## src/rtl/pfs_bus_client.sv

```systemverilog
// rtl/pfs_bus_client.sv - PFS register bus requester: command FIFO, req/gnt sequencer, read response port
module pfs_bus_client #(
  parameter int AW    = 12,
  parameter int ROW_W = 2,
  parameter int DW    = 16,
  parameter int ROWS  = 4,
  parameter int DEPTH = 4
) (
  input  logic                 clock,
  input  logic                 reset_n,
  input  logic                 soft_reset,
  input  logic                 cmd_valid,
  output logic                 cmd_ready,
  input  logic                 cmd_write,
  input  logic [AW-1:0]        cmd_addr,
  input  logic [DW-1:0]        cmd_wdata,
  output logic                 wr_req,
  input  logic                 wr_gnt,
  output logic [AW-1:0]        wr_addr,
  output logic [DW-1:0]        wr_data,
  output logic                 rd_req,
  input  logic                 rd_gnt,
  output logic [AW-ROW_W-1:0]  rd_addr,
  input  logic [ROWS*DW-1:0]   rd_data,
  output logic                 resp_valid,
  input  logic                 resp_ready,
  output logic [DW-1:0]        resp_data,
  output logic                 busy
);

  localparam int PW = $clog2(DEPTH) + 1;
  localparam int CW = 1 + AW + DW;

  typedef enum logic [2:0] {IDLE, WR, RD, RD_WAIT, RESP} state_t;

  state_t            state, state_nxt;
  logic [CW-1:0]     fifo_mem [DEPTH];
  logic [PW-1:0]     wptr, rptr;
  logic              full, empty, push, pop;
  logic              head_write;
  logic [AW-1:0]     head_addr;
  logic [DW-1:0]     head_data;
  logic [AW-1:0]     held_addr;
  logic [DW-1:0]     held_data;
  logic [DW-1:0]     resp_q;
  logic [DW-1:0]     row_word;
  logic [ROW_W-1:0]  row;

  // Extra pointer MSB separates full from empty when the indices coincide.
  assign full      = (wptr[PW-1] != rptr[PW-1]) && (wptr[PW-2:0] == rptr[PW-2:0]);
  assign empty     = (wptr == rptr);
  assign cmd_ready = !full;
  assign push      = cmd_valid && !full && !soft_reset;

  assign {head_write, head_addr, head_data} = fifo_mem[rptr[PW-2:0]];

  always_ff @(posedge clock or negedge reset_n) begin
    if (!reset_n) begin
      wptr <= '0;
      rptr <= '0;
    end else if (soft_reset) begin
      wptr <= '0;
      rptr <= '0;
    end else begin
      if (push) wptr <= wptr + 1'b1;
      if (pop)  rptr <= rptr + 1'b1;
    end
  end

  always_ff @(posedge clock) begin
    if (push) fifo_mem[wptr[PW-2:0]] <= {cmd_write, cmd_addr, cmd_wdata};
  end

  always_ff @(posedge clock or negedge reset_n) begin
    if (!reset_n) state <= IDLE;
    else          state <= state_nxt;
  end

  always_comb begin
    state_nxt  = state;
    pop        = 1'b0;
    wr_req     = 1'b0;
    rd_req     = 1'b0;
    resp_valid = 1'b0;
    case (state)
      IDLE: begin
        if (!empty) begin
          pop       = 1'b1;
          state_nxt = head_write ? WR : RD;
        end
      end
      WR: begin
        wr_req = 1'b1;
        if (wr_gnt) state_nxt = IDLE;
      end
      RD: begin
        rd_req = 1'b1;
        if (rd_gnt) state_nxt = RD_WAIT;
      end
      RD_WAIT: state_nxt = RESP;
      RESP: begin
        resp_valid = 1'b1;
        if (resp_ready) state_nxt = IDLE;
      end
      default: state_nxt = IDLE;
    endcase
    // A grant arriving with the flush still commits at the master; the client just forgets it.
    if (soft_reset) begin
      state_nxt = IDLE;
      pop       = 1'b0;
    end
  end

  assign row = held_addr[AW-1 -: ROW_W];

  always_comb begin
    row_word = '0;
    for (int r = 0; r < ROWS; r++) begin
      if (row == r[ROW_W-1:0]) row_word = rd_data[r*DW +: DW];
    end
  end

  always_ff @(posedge clock or negedge reset_n) begin
    if (!reset_n) begin
      held_addr <= '0;
      held_data <= '0;
      resp_q    <= '0;
    end else begin
      if (pop) begin
        held_addr <= head_addr;
        held_data <= head_data;
      end
      if (state == RD_WAIT) resp_q <= row_word;
    end
  end

  assign wr_addr   = held_addr;
  assign wr_data   = held_data;
  assign rd_addr   = held_addr[AW-ROW_W-1:0];
  assign resp_data = resp_q;
  assign busy      = !empty || (state != IDLE);

endmodule

```

## config.mk

```make
export PLATFORM = sky130hd
export DESIGN_NAME = pfs_bus_client
export DESIGN_NICKNAME = d
export VERILOG_FILES = /design/src/rtl/pfs_bus_client.sv
export SDC_FILE = /design/constraint.sdc
export NUM_CORES = 1
export LEC_CHECK = 0
export CORE_MARGIN = 4
export CORE_UTILIZATION = 32
export DETAILED_ROUTE_END_ITERATION = 12
export PLACE_DENSITY_LB_ADDON = 0.25
export SYNTH_ARGS = -nofsm -noshare
export SYNTH_HDL_FRONTEND = slang
export SYNTH_SLANG_ARGS = --single-unit
```

## constraint.sdc

```tcl
create_clock -name clock -period 2.7 [get_ports clock]
set_input_delay 0.54 -clock clock [delete_from_list [all_inputs] [get_ports clock]]
set_output_delay 0.54 -clock clock [all_outputs]
set_load 0.1 [all_outputs]
```

After elaboration in Yosys (flattened, before gate mapping)

Memories as Yosys holds them, arrays and structs flattened.
Cells that the tools add are included.

Register bits after elaboration: 53
RAM bits: 116
Input bits: 100
Output and inout bits: 59
Logic and storage cells: 59
Memories kept: 1

Memories:

| name     | words | width | rd ports | clocked after Yosys merged registers in | write ports | RTL line | source |
|---|---|---|---|---|---|---|---|
| fifo_mem | 4     | 29    | 1        | 0                                       | 1           | 37       | `logic [CW-1:0] fifo_mem [DEPTH];` |

$add $sub $neg: 2
Equal/unequal tests: 14
Multiplexer cells: 23
Reduce and logical (&&, ||, !) cells: 13

Operators by type and width:

| kind                                                            | count |
|---|---|
| 16-bit 2-to-1 mux                                               | 4 |
| 3-bit 2-to-1 mux                                                | 9 |
| 3-bit one-hot mux with 5 select lines                           | 1 |
| 3-bit != test, second input constant                            | 4 |
| 1-bit 2-to-1 mux                                                | 8 |
| 3-bit by 1-bit adder with 3-bit output, second input constant   | 2 |
| 3-bit by 2-bit == test with 1-bit output, second input constant | 2 |
| 2-bit == test, second input constant                            | 2 |
| 4-bit AND reduction                                             | 1 |
| 2-bit nonzero test                                              | 2 |
| 3-bit by 1-bit == test with 1-bit output, second input constant | 1 |
| 3-bit == test                                                   | 1 |
| 3-bit == test, second input constant                            | 1 |
| 1-bit logical AND                                               | 3 |
| 1-bit zero test                                                 | 3 |
| 3-bit zero test                                                 | 1 |
| 3-bit nonzero test                                              | 1 |
| 2-bit by 1-bit == test with 1-bit output, second input constant | 1 |
| 2-bit == test                                                   | 1 |
| 2-bit zero test                                                 | 1 |
| 2-bit 2-to-1 mux                                                | 1 |
| 1-bit logical OR                                                | 1 |
| 1-bit != test                                                   | 1 |

Logic depth before layout (Yosys ltp)

Gate-level depths: netlist (run 1).

Depth after elaboration: 7
Depth in mapped cells: 5
Gate-level depth less buffers: 4

Least setup slack after synthesis (run 1)

Ideal clock, no wire load.

Path kind: register to output
From: register state[2]
To: output rd_req
Data arrival time: 2.776 ns
Data required time: 2.160 ns
Slack: -0.616 ns
Stages on the path, launching flop included: 3
Path buffers: 1
Path through: dfrtp_1 -> clkbuf_1 -> nor3b_1

Word-level cells in the longest chain between the ends: 2

RTL lines:

| item                                     | RTL line | source |
|---|---|---|
| from (decl)                              | 36       | `state_t state, state_nxt;` |
| from (signal assigned)                   | 76       | `else state <= state_nxt;` |
| 3-bit by 2-bit == test with 1-bit output | 85       | `case (state)` |
| 1-bit 2-to-1 mux                         | 85       |  |
| to (decl)                                | 21       | `output logic rd_req,` |

No other way between the ends.

Worst setup path after layout (run 1)

From: register wptr[1]
To: output busy

Word-level cells in the longest chain between the ends: 3

RTL lines:

| item                   | RTL line | source |
|---|---|---|
| from (decl)            | 38       | `logic [PW-1:0] wptr, rptr;` |
| from (signal assigned) | 65       | `if (push) wptr <= wptr + 1'b1;` |
| 3-bit == test          | 51       | `assign empty = (wptr == rptr);` |
| 1-bit zero test        | 141      | `assign busy = !empty \|\| (state != IDLE);` |
| 1-bit logical OR       | 141      |  |
| to (decl)              | 28       | `output logic busy` |

No other way between the ends.

==> results.md, run 1 <==
### Timing
* Highest Clock Rate: 0.3933 GHz
* final hold viol count: 0
* unrepaired setup endpoints after global routing: no
* Slew Viols, Final: 0
* actual slew at the worst max-slew pin: 0.7785 ns
* smallest setup slack after layout: 0.1574 ns
* setup skew after layout: 0.01086 ns
* number of setup violations in the final report: 0
* period utilisation layout: 94.17%
* relative slew slack: 48.10%
* setup tns final: 0 ns
* clock period minus worst slack: 2.543 ns

### Placed design
* number of port buffers: 158
* Placement Setup Slack: 0.4206 ns
* Final GP Congestion: 0.8453
* HPWL after detailed placement: 10380 µm

### Synth
* most instantiated flip-flop cell in the synthesis netlist: edfxtp_1
* distinct cell type count after synthesis: 37
* fraction of registers with async set or reset after synthesis: 31.36%
* combined area of all synthesized cells: 7057 µm²
* number of flops mapped to enable cells by yosys: 116
* mean cell area of the mapped netlist: 20.22 µm²
* part of the Yosys area used for sequential elements: 68.16%
* register bit count reported by yosys: 169
* cell count after synthesis: 349
* Post-Syn Nets: 454
* Yosys warning total: 0

### Die
* Total Die Area: 24490 µm²
* initial cell density of the core: 32.44%
* ports placed on the boundary: 159
* number of cell rows: 54
* Die W: 156.5 µm
* area of the core region: 21760 µm²
* Die H: 156.5 µm

### Routing
* ratio of routed vias to standard cells: 4.676
* Routed wire per std cell: 18.82 µm
* DR pass1 iterations: 4
* Antenna Violating Nets Remaining: 0
* vias after detailed routing: 3769
* violation count after the first detailed-routing iteration: 194
* wire length reported by the detailed router: 15170 µm
* number of remaining DRC errors: 0

### GRT
* antenna violations before repair: 0
* vias in the first global route: 4064
* maximum number of pins on one net before global-route repair: 32
* gr ovfl total: 0
* GRT Overall Usage: 12.40%
* global-route wire length before repair: 23100 µm

### Final layout
* commonest cells after routing, fill and taps aside: 116 x edfxtp_1, 98 x clkdlybuf4s50_1, 67 x buf_4
* share of cells above drive strength 1: 40.30%
* area of the multi-input gates: 2083 µm²
* number of nets at the end of the flow: 619
* fill cell instance count of the final layout: 1907
* sequential cell area: 4812 µm²
* Layout area overhead: 34.50%
* number of antenna cells inserted: 0
* most frequent standard cell in the layout excluding fill and tap cells: edfxtp_1

### Worst hold path
* type of the worst min-delay path: reg -> reg

### Worst setup path
* Worst setup EP type: output port
* Data arrival, critical path: 2.00 ns
* Worst Path Class, Setup: reg -> out
* critical path required time: 2.16 ns
* type of element launching the critical path: flip-flop
* crit-path max FO: 5

### Clock network
* number of buffers inserted by post-CTS setup repair: 0
* Root Driver: clkbuf_16
* insertion delay of the later-clocked pin in the worst-skew pair: 0.42 ns
* number of CTS-inserted buffers: 17
* Sink Count: 169
* H-tree level count: 4
* clock tree from TritonCTS: yes
* Max clock buf depth: 2
* clock-pin slew on the worst setup and hold paths: 0.06 ns

### Flow run
* max-cap violations: 0

### Run status
* run status: finished clean

[through the flow]
step	instances	hold WS, ns	util (%)	instance area, µm²
floorplan	349	0.2444	-	7079
global placement	774	0.4474	40.95	8910
detailed placement	774	0.4472	40.95	8910
CTS	806	0.5130	43.63	9492
global route	806	0.5328	43.63	9492
finish	806	0.5065	43.63	9492
[registers in the layout, indices dropped and copies added (netlist names)]
register,count
resp_data,16
wr_addr,12
fifo_mem,116
wr_data,16
state,3
wptr,3
rptr,3
[synth_stat cells (all sizes together) (4+ instances only)]
cell type    n  area [µm²]
edfxtp     116        3483
inv          4       15.01
nor2         7       26.28
buf         19       138.9
clkbuf      10       37.54
mux4        45        1013
nand2b       4       25.02
dfrtp       53        1326
mux2        48       615.6
ha           5       62.56
a31oi        4       25.02
nor3b        4       30.03
[final timing paths]
path	start	endpoint	slack, ns	cells past startpoint
worst min register to register	resp_data[0]	resp_data[0]	0.51	1
max in group asynchronous	reset_n	rptr[0]	1.49	3
min in group asynchronous	reset_n	wr_addr[8]	0.57	2
worst max-delay path	wptr[1]	busy	0.16	4
worst max register to register	wptr[1]	fifo_mem[0][0]	0.69	5
worst min-delay path	resp_data[0]	resp_data[0]	0.51	1
[final cells by class]
type / count / share of cell area, %
Sequential cell: 169 / 50.70
Multi-Input combinational cell: 147 / 21.95
Timing Repair Buffer: 175 / 17.48
Clock buffer: 19 / 4.772
Tap cell: 280 / 3.691
Clock inverter: 12 / 1.252
Inverter: 4 / 0.1582
[metal layers]
metal,up-vias,part of all wire (%),track usage (%)
li1,1712,-,-
met1,1898,42,15.74
met2,149,49,20.75
met3,10,8.2,3.485
met4,0,0.76,3.843
met5,-,0,0
[repair_timing]
item,in CTS,in global routing
gates resized for setup,0,0
hold endpoints to repair,11,0
hold buffers,1,0
[worst max-delay path, stage by stage, from the launching register on]
cell and delay [ns]:
dfrtp_1 0.43, xnor2_1 0.48, nand2_1 0.08, or3_1 0.41
buf_12 0.19
[kinds of logic (layout without fill, tap and decap cells)]
group,Yosys count,after routing,synth area share [%]
AOI/OAI and AO/OA,10,10,1.294
xor gates and xnor gates,4,4,0.6030
adders and majority gates,5,5,0.8865
buffers and inverters,33,210,2.713
DFF,169,169,68.16
muxes,95,95,23.37
and+or+nand+nor,33,33,2.979
Power of run 1 is left out: the tool's default activity adds up to more than one toggle a clock period on the data nets, which glitch-free logic cannot reach.
==> run 2, diff against run 1 <==
--- a/config.mk
+++ b/config.mk
@@ -8,6 +8,7 @@
 export CORE_MARGIN = 4
 export CORE_UTILIZATION = 32
 export DETAILED_ROUTE_END_ITERATION = 12
+export DONT_BUFFER_PORTS = 1
 export PLACE_DENSITY_LB_ADDON = 0.25
 export SYNTH_ARGS = -nofsm -noshare
 export SYNTH_HDL_FRONTEND = slang
==> results.md, run 2 (synthesis results as in run 1) <==
### Run status
* run status: finished clean, unchanged

### Clock network
* insertion delay of the later-clocked pin in the worst-skew pair: 0.42 ns, about the same
* number of buffers inserted by post-CTS setup repair: 0, unchanged
* Max clock buf depth: 2, unchanged
* clock tree from TritonCTS: yes, unchanged
* H-tree level count: 4, unchanged
* number of CTS-inserted buffers: 17, unchanged
* clock-pin slew on the worst setup and hold paths: 0.07 ns, was 0.06 ns
* Root Driver: clkbuf_16, unchanged
* Sink Count: 169, unchanged

### Timing
* number of setup violations in the final report: 0, unchanged
* unrepaired setup endpoints after global routing: no, unchanged
* setup skew after layout: 0.006615 ns, was 0.01086 ns
* Slew Viols, Final: 0, unchanged
* smallest setup slack after layout: 0.2119 ns, was 0.1574 ns
* period utilisation layout: 92.15%, was 94.17%
* hold_ws: 0.1815 ns, was 0.5065 ns
* clock period minus worst slack: 2.488 ns, was 2.543 ns
* Highest Clock Rate: 0.4019 GHz, was 0.3933 GHz
* final hold viol count: 0, unchanged
* relative slew slack: 35.39%, was 48.10%
* setup tns final: 0 ns, unchanged
* actual slew at the worst max-slew pin: 0.9691 ns, was 0.7785 ns

### Worst setup path
* Worst Path Class, Setup: reg -> out, unchanged
* type of element launching the critical path: flip-flop, unchanged
* critical path cell sequence: xnor2_1 -> nand2_1 -> or3_1 -> buf_12, unchanged
* Register-to-Register Path Depth: 4, was 5
* crit path capture: busy, unchanged
* Worst setup EP type: output port, unchanged
* crit path launch: wptr[1], unchanged
* Data arrival, critical path: 1.95 ns, was 2.00 ns
* crit-path max FO: 5, unchanged
* Reg-to-Reg Start: rptr[0], was wptr[1]
* critical path required time: 2.16 ns, about the same
* buffering stage count on the worst path with inverters included: 1, unchanged
* Crit path largest cell delay: 0.43 ns, was 0.48 ns
* depth of the critical timing path with buffers and inverters included: 4, unchanged
* FF-to-FF End: state[0], was fifo_mem[0][0]
* slack of the worst reg-to-reg path: 0.50 ns, was 0.69 ns
* critical-path cell with the highest stage delay: dfrtp_1, was xnor2_1
* gate family responsible for the most delay along the worst path: simple AND/OR/NAND/NOR gates, unchanged

### Worst hold path
* type of the worst min-delay path: in -> reg, was reg -> reg

### Final layout
* most frequent standard cell in the layout excluding fill and tap cells: edfxtp_1, unchanged
* number of nets at the end of the flow: 464, was 619
* max FFs per register: 116, unchanged
* Layout area overhead: 14.84%, was 34.50%
* commonest cells after routing, fill and taps aside: 116 x edfxtp_1, 45 x mux4_2, 40 x dfrtp_1, was 116 x edfxtp_1, 98 x clkdlybuf4s50_1, 67 x buf_4
* share of cells above drive strength 1: 44.35%, was 40.30%
* number of antenna cells inserted: 0, unchanged
* final standard cell utilization of the core: 37.25%, was 43.63%
* fill cell instance count of the final layout: 1999, was 1907

### Routing
* vias after detailed routing: 3247, was 3769
* Antenna Violating Nets Remaining: 0, unchanged
* DR pass1 iterations: 4, unchanged
* wire length reported by the detailed router: 14230 µm, was 15170 µm
* ratio of routed vias to standard cells: 4.980, was 4.676
* violation count after the first detailed-routing iteration: 148, was 194
* number of remaining DRC errors: 0, unchanged
* Routed wire per std cell: 21.82 µm, was 18.82 µm

### GRT
* gr ovfl total: 0, unchanged
* global-route wire length before repair: 21170 µm, was 23100 µm
* vias in the first global route: 3703, was 4064
* maximum number of pins on one net before global-route repair: 54, was 32
* GRT Overall Usage: 11.80%, was 12.40%
* antenna violations before repair: 0, unchanged

### Placed design
* number of port buffers: 0, was 158
* HPWL after detailed placement: 9214 µm, was 10380 µm
* Placement Setup Slack: 0.4864 ns, was 0.4206 ns
* Final GP Congestion: 0.7386, was 0.8453

### Die
* Die W: 156.5 µm, unchanged
* number of cell rows: 54, unchanged
* ports placed on the boundary: 159, unchanged
* area of the core region: 21760 µm², unchanged
* Total Die Area: 24490 µm², unchanged
* initial cell density of the core: 32.44%, unchanged
* Die H: 156.5 µm, unchanged

### Flow run
* max-cap violations: 0, unchanged

run 2: timing repair:
action / 4_1_cts / 5_1_grt
hold buffers: 2 / 0
endpoints found under the setup margin: 0 / 1
endpoints found under the hold margin: 53 / 0
resized for setup: 0 / 1
run 2: final cells by class:
type | count | area [µm²] | share of cell area, %
clock buffers | 17 | 425.4 | 5.249
well taps | 280 | 350.3 | 4.323
flip-flops and latches | 169 | 4826 | 59.55
clock inverters | 15 | 157.7 | 1.945
multi-input cells | 147 | 2107 | 26.00
repair buffers | 20 | 222.7 | 2.748
inverters | 4 | 15.01 | 0.1853
run 2: how the worst min path moves through the flow:
stage                               end       start  cells past startpoint  slack [ns]
after floorplan            resp_data[0]     reset_n                      0        0.24
after global placement    resp_data[14]     reset_n                      0        0.25
after detailed placement   resp_data[7]     reset_n                      0        0.25
after CTS                      state[2]  soft_reset                      1        0.15
after global routing           state[2]  soft_reset                      1        0.16
final                          state[2]  soft_reset                      1        0.18
run 2: per-stage QoR:
stage / cell area, µm² / cells
after floorplan: 7079 / 349
after global placement: 7472 / 618
after detailed placement: 7472 / 618
after CTS: 8093 / 652
after global routing: 8104 / 652
final: 8104 / 652
run 2: layer usage:
layer	global-route usage, %	vias up	wire, µm
li1	-	1405	-
met1	12.17	1692	5222
met2	22.18	141	7666
met3	4.425	9	1206
met4	3.471	0	132
met5	0	-	0
Power of run 2 is left out for the same reason.
==> run 3, diff against run 2 <==
--- a/config.mk
+++ b/config.mk
@@ -7,8 +7,11 @@
 export LEC_CHECK = 0
 export CORE_MARGIN = 4
 export CORE_UTILIZATION = 32
+export CTS_CLUSTER_DIAMETER = 150
 export DETAILED_ROUTE_END_ITERATION = 12
 export DONT_BUFFER_PORTS = 1
+export GPL_ROUTABILITY_DRIVEN = 0
+export GPL_TIMING_DRIVEN = 0
 export PLACE_DENSITY_LB_ADDON = 0.25
 export SYNTH_ARGS = -nofsm -noshare
 export SYNTH_HDL_FRONTEND = slang
==> results.md, run 3 (synthesis results as in run 1) <==
### Final layout
* post-layout instance count excluding filler cells: 669, was 652
* most frequent standard cell in the layout excluding fill and tap cells: edfxtp_1, unchanged
* number of nets at the end of the flow: 481, was 464
* Layout area overhead: 16.81%, was 14.84%
* fill cell instance count of the final layout: 1986, was 1999
* commonest cells after routing, fill and taps aside: 116 x edfxtp_1, 52 x dfrtp_1, 45 x mux4_2, was 116 x edfxtp_1, 45 x mux4_2, 40 x dfrtp_1
* max FFs per register: 116, unchanged
* number of antenna cells inserted: 0, unchanged
* share of cells above drive strength 1: 41.39%, was 44.35%

### Clock network
* Max clock buf depth: 2, unchanged
* insertion delay of the later-clocked pin in the worst-skew pair: 0.43 ns, was 0.42 ns
* number of buffers inserted by post-CTS setup repair: 0, unchanged
* Root Driver: clkbuf_16, unchanged
* H-tree level count: 4, unchanged
* number of CTS-inserted buffers: 17, unchanged
* clock tree from TritonCTS: yes, unchanged
* clock-pin slew on the worst setup and hold paths: 0.08 ns, was 0.07 ns
* Sink Count: 169, unchanged

### Timing
* relative slew slack: 28.56%, was 35.39%
* clock period minus worst slack: 2.552 ns, was 2.488 ns
* Highest Clock Rate: 0.3919 GHz, was 0.4019 GHz
* actual slew at the worst max-slew pin: 1.070 ns, was 0.9691 ns
* unrepaired setup endpoints after global routing: no, unchanged
* final hold viol count: 0, unchanged
* period utilisation layout: 94.50%, was 92.15%
* hold_ws: 0.1972 ns, was 0.1815 ns
* number of setup violations in the final report: 0, unchanged
* Slew Viols, Final: 0, unchanged
* setup skew after layout: 0.01591 ns, was 0.006615 ns

### Worst setup path
* Data arrival, critical path: 2.86 ns, was 1.95 ns
* type of element launching the critical path: flip-flop, unchanged
* critical path cell sequence: clkbuf_1 -> or3_4 -> a311oi_4 -> buf_6 -> mux2_4, was xnor2_1 -> nand2_1 -> or3_1 -> buf_12
* Worst setup EP type: flip-flop, was output port
* Worst Path Class, Setup: reg -> reg, was reg -> out
* critical-path cell with the highest stage delay: a311oi_4, was dfrtp_1
* Crit path largest cell delay: 0.80 ns, was 0.43 ns
* gate family responsible for the most delay along the worst path: compound AO/OA/AOI/OAI gates, was simple AND/OR/NAND/NOR gates
* crit-path max FO: 10, was 5
* buffering stage count on the worst path with inverters included: 2, was 1
* critical path required time: 3.01 ns, was 2.16 ns

### Routing
* number of remaining DRC errors: 0, unchanged
* Routed wire per std cell: 22.28 µm, was 21.82 µm
* Antenna Violating Nets Remaining: 0, unchanged
* violation count after the first detailed-routing iteration: 153, was 148
* DR pass1 iterations: 4, unchanged
* ratio of routed vias to standard cells: 4.946, was 4.980
* vias after detailed routing: 3309, was 3247
* wire length reported by the detailed router: 14910 µm, was 14230 µm

### Die
* Die W: 156.5 µm, unchanged
* Die H: 156.5 µm, unchanged
* Total Die Area: 24490 µm², unchanged
* area of the core region: 21760 µm², unchanged
* ports placed on the boundary: 159, unchanged
* number of cell rows: 54, unchanged
* initial cell density of the core: 32.44%, unchanged

### Placed design
* HPWL after detailed placement: 10140 µm, was 9214 µm
* Placed Instances: 635, was 618
* number of port buffers: 0, unchanged

### GRT
* met1 global-route usage: 12.34%, was 12.17%
* GRT Overall Usage: 12.28%, was 11.80%
* met2 track demand over resource in global routing: 23.08%, was 22.18%
* vias in the first global route: 3804, was 3703
* maximum number of pins on one net before global-route repair: 54, unchanged
* GR peak layer: met2, unchanged
* GR Util met3: 5.254%, was 4.425%
* antenna violations before repair: 0, unchanged
* gr ovfl total: 0, unchanged
* global-route wire length before repair: 21910 µm, was 21170 µm

### Run status
* run status: finished clean, unchanged

### Flow run
* max-cap violations: 0, unchanged

### Worst hold path
* type of the worst min-delay path: in -> reg, unchanged

## run 3: changes by cell type in the layout (fill, tap and decap cells not counted), sizes merged
cell,change
buf,+6
bufinv,-1
clkbuf,+11
clkinv,+6
clkinvlp,-4
inv,-1
## run 3: timing repair
action / CTS / global route
endpoints found under the hold margin: 53 / 0
endpoints found under the setup margin: 57 / 10
hold buffers: 2 / 0
gates resized for setup: 5 / 2
cloned: 0 / 0
## run 3: worst paths after layout
path | from | end | slack (ns) | cells past startpoint
max | state[2] | wr_data[1] | 0.15 | 5
min | cmd_addr[1] | fifo_mem[1][17] | 0.20 | 0
max reg2reg | state[2] | wr_data[1] | 0.15 | 5
min reg2reg | state[1] | state[1] | 0.63 | 2
max in group asynchronous | reset_n | wr_addr[10] | 1.76 | 2
min in group asynchronous | reset_n | resp_data[15] | 0.68 | 2
## run 3: final cells by class
type	instances	area, µm²	area share [%]
Tap cell	280	350.3	4.250
Timing Repair Buffer	8	148.9	1.806
Multi-Input combinational cell	147	2131	25.85
Buffer	29	177.7	2.155
Clock inverter	15	183.9	2.231
Sequential cell	169	4811	58.36
Inverter	4	15.01	0.1821
Clock buffer	17	425.4	5.161
## run 3: metrics by stage
step	setup slack (ns)	cell area (µm²)	setup TNS (ns)	utilization (%)
final	0.1484	8243	0	37.89
after global routing	0.002113	8243	0	37.89
after CTS	0.005942	8240	0	37.88
after detailed placement	-0.1191	7559	-5.350	34.74
after global placement	-0.6144	7430	-66.25	34.15
after floorplan	0.1435	7079	0	-
## run 3: routing by layer
layer  share of wire (%)  vias up
met5                   0        -
met2                  53      151
met3                 9.9       14
li1                    -     1441
met4                 1.1        0
met1                  35     1703
Power of run 3 is left out for the same reason.
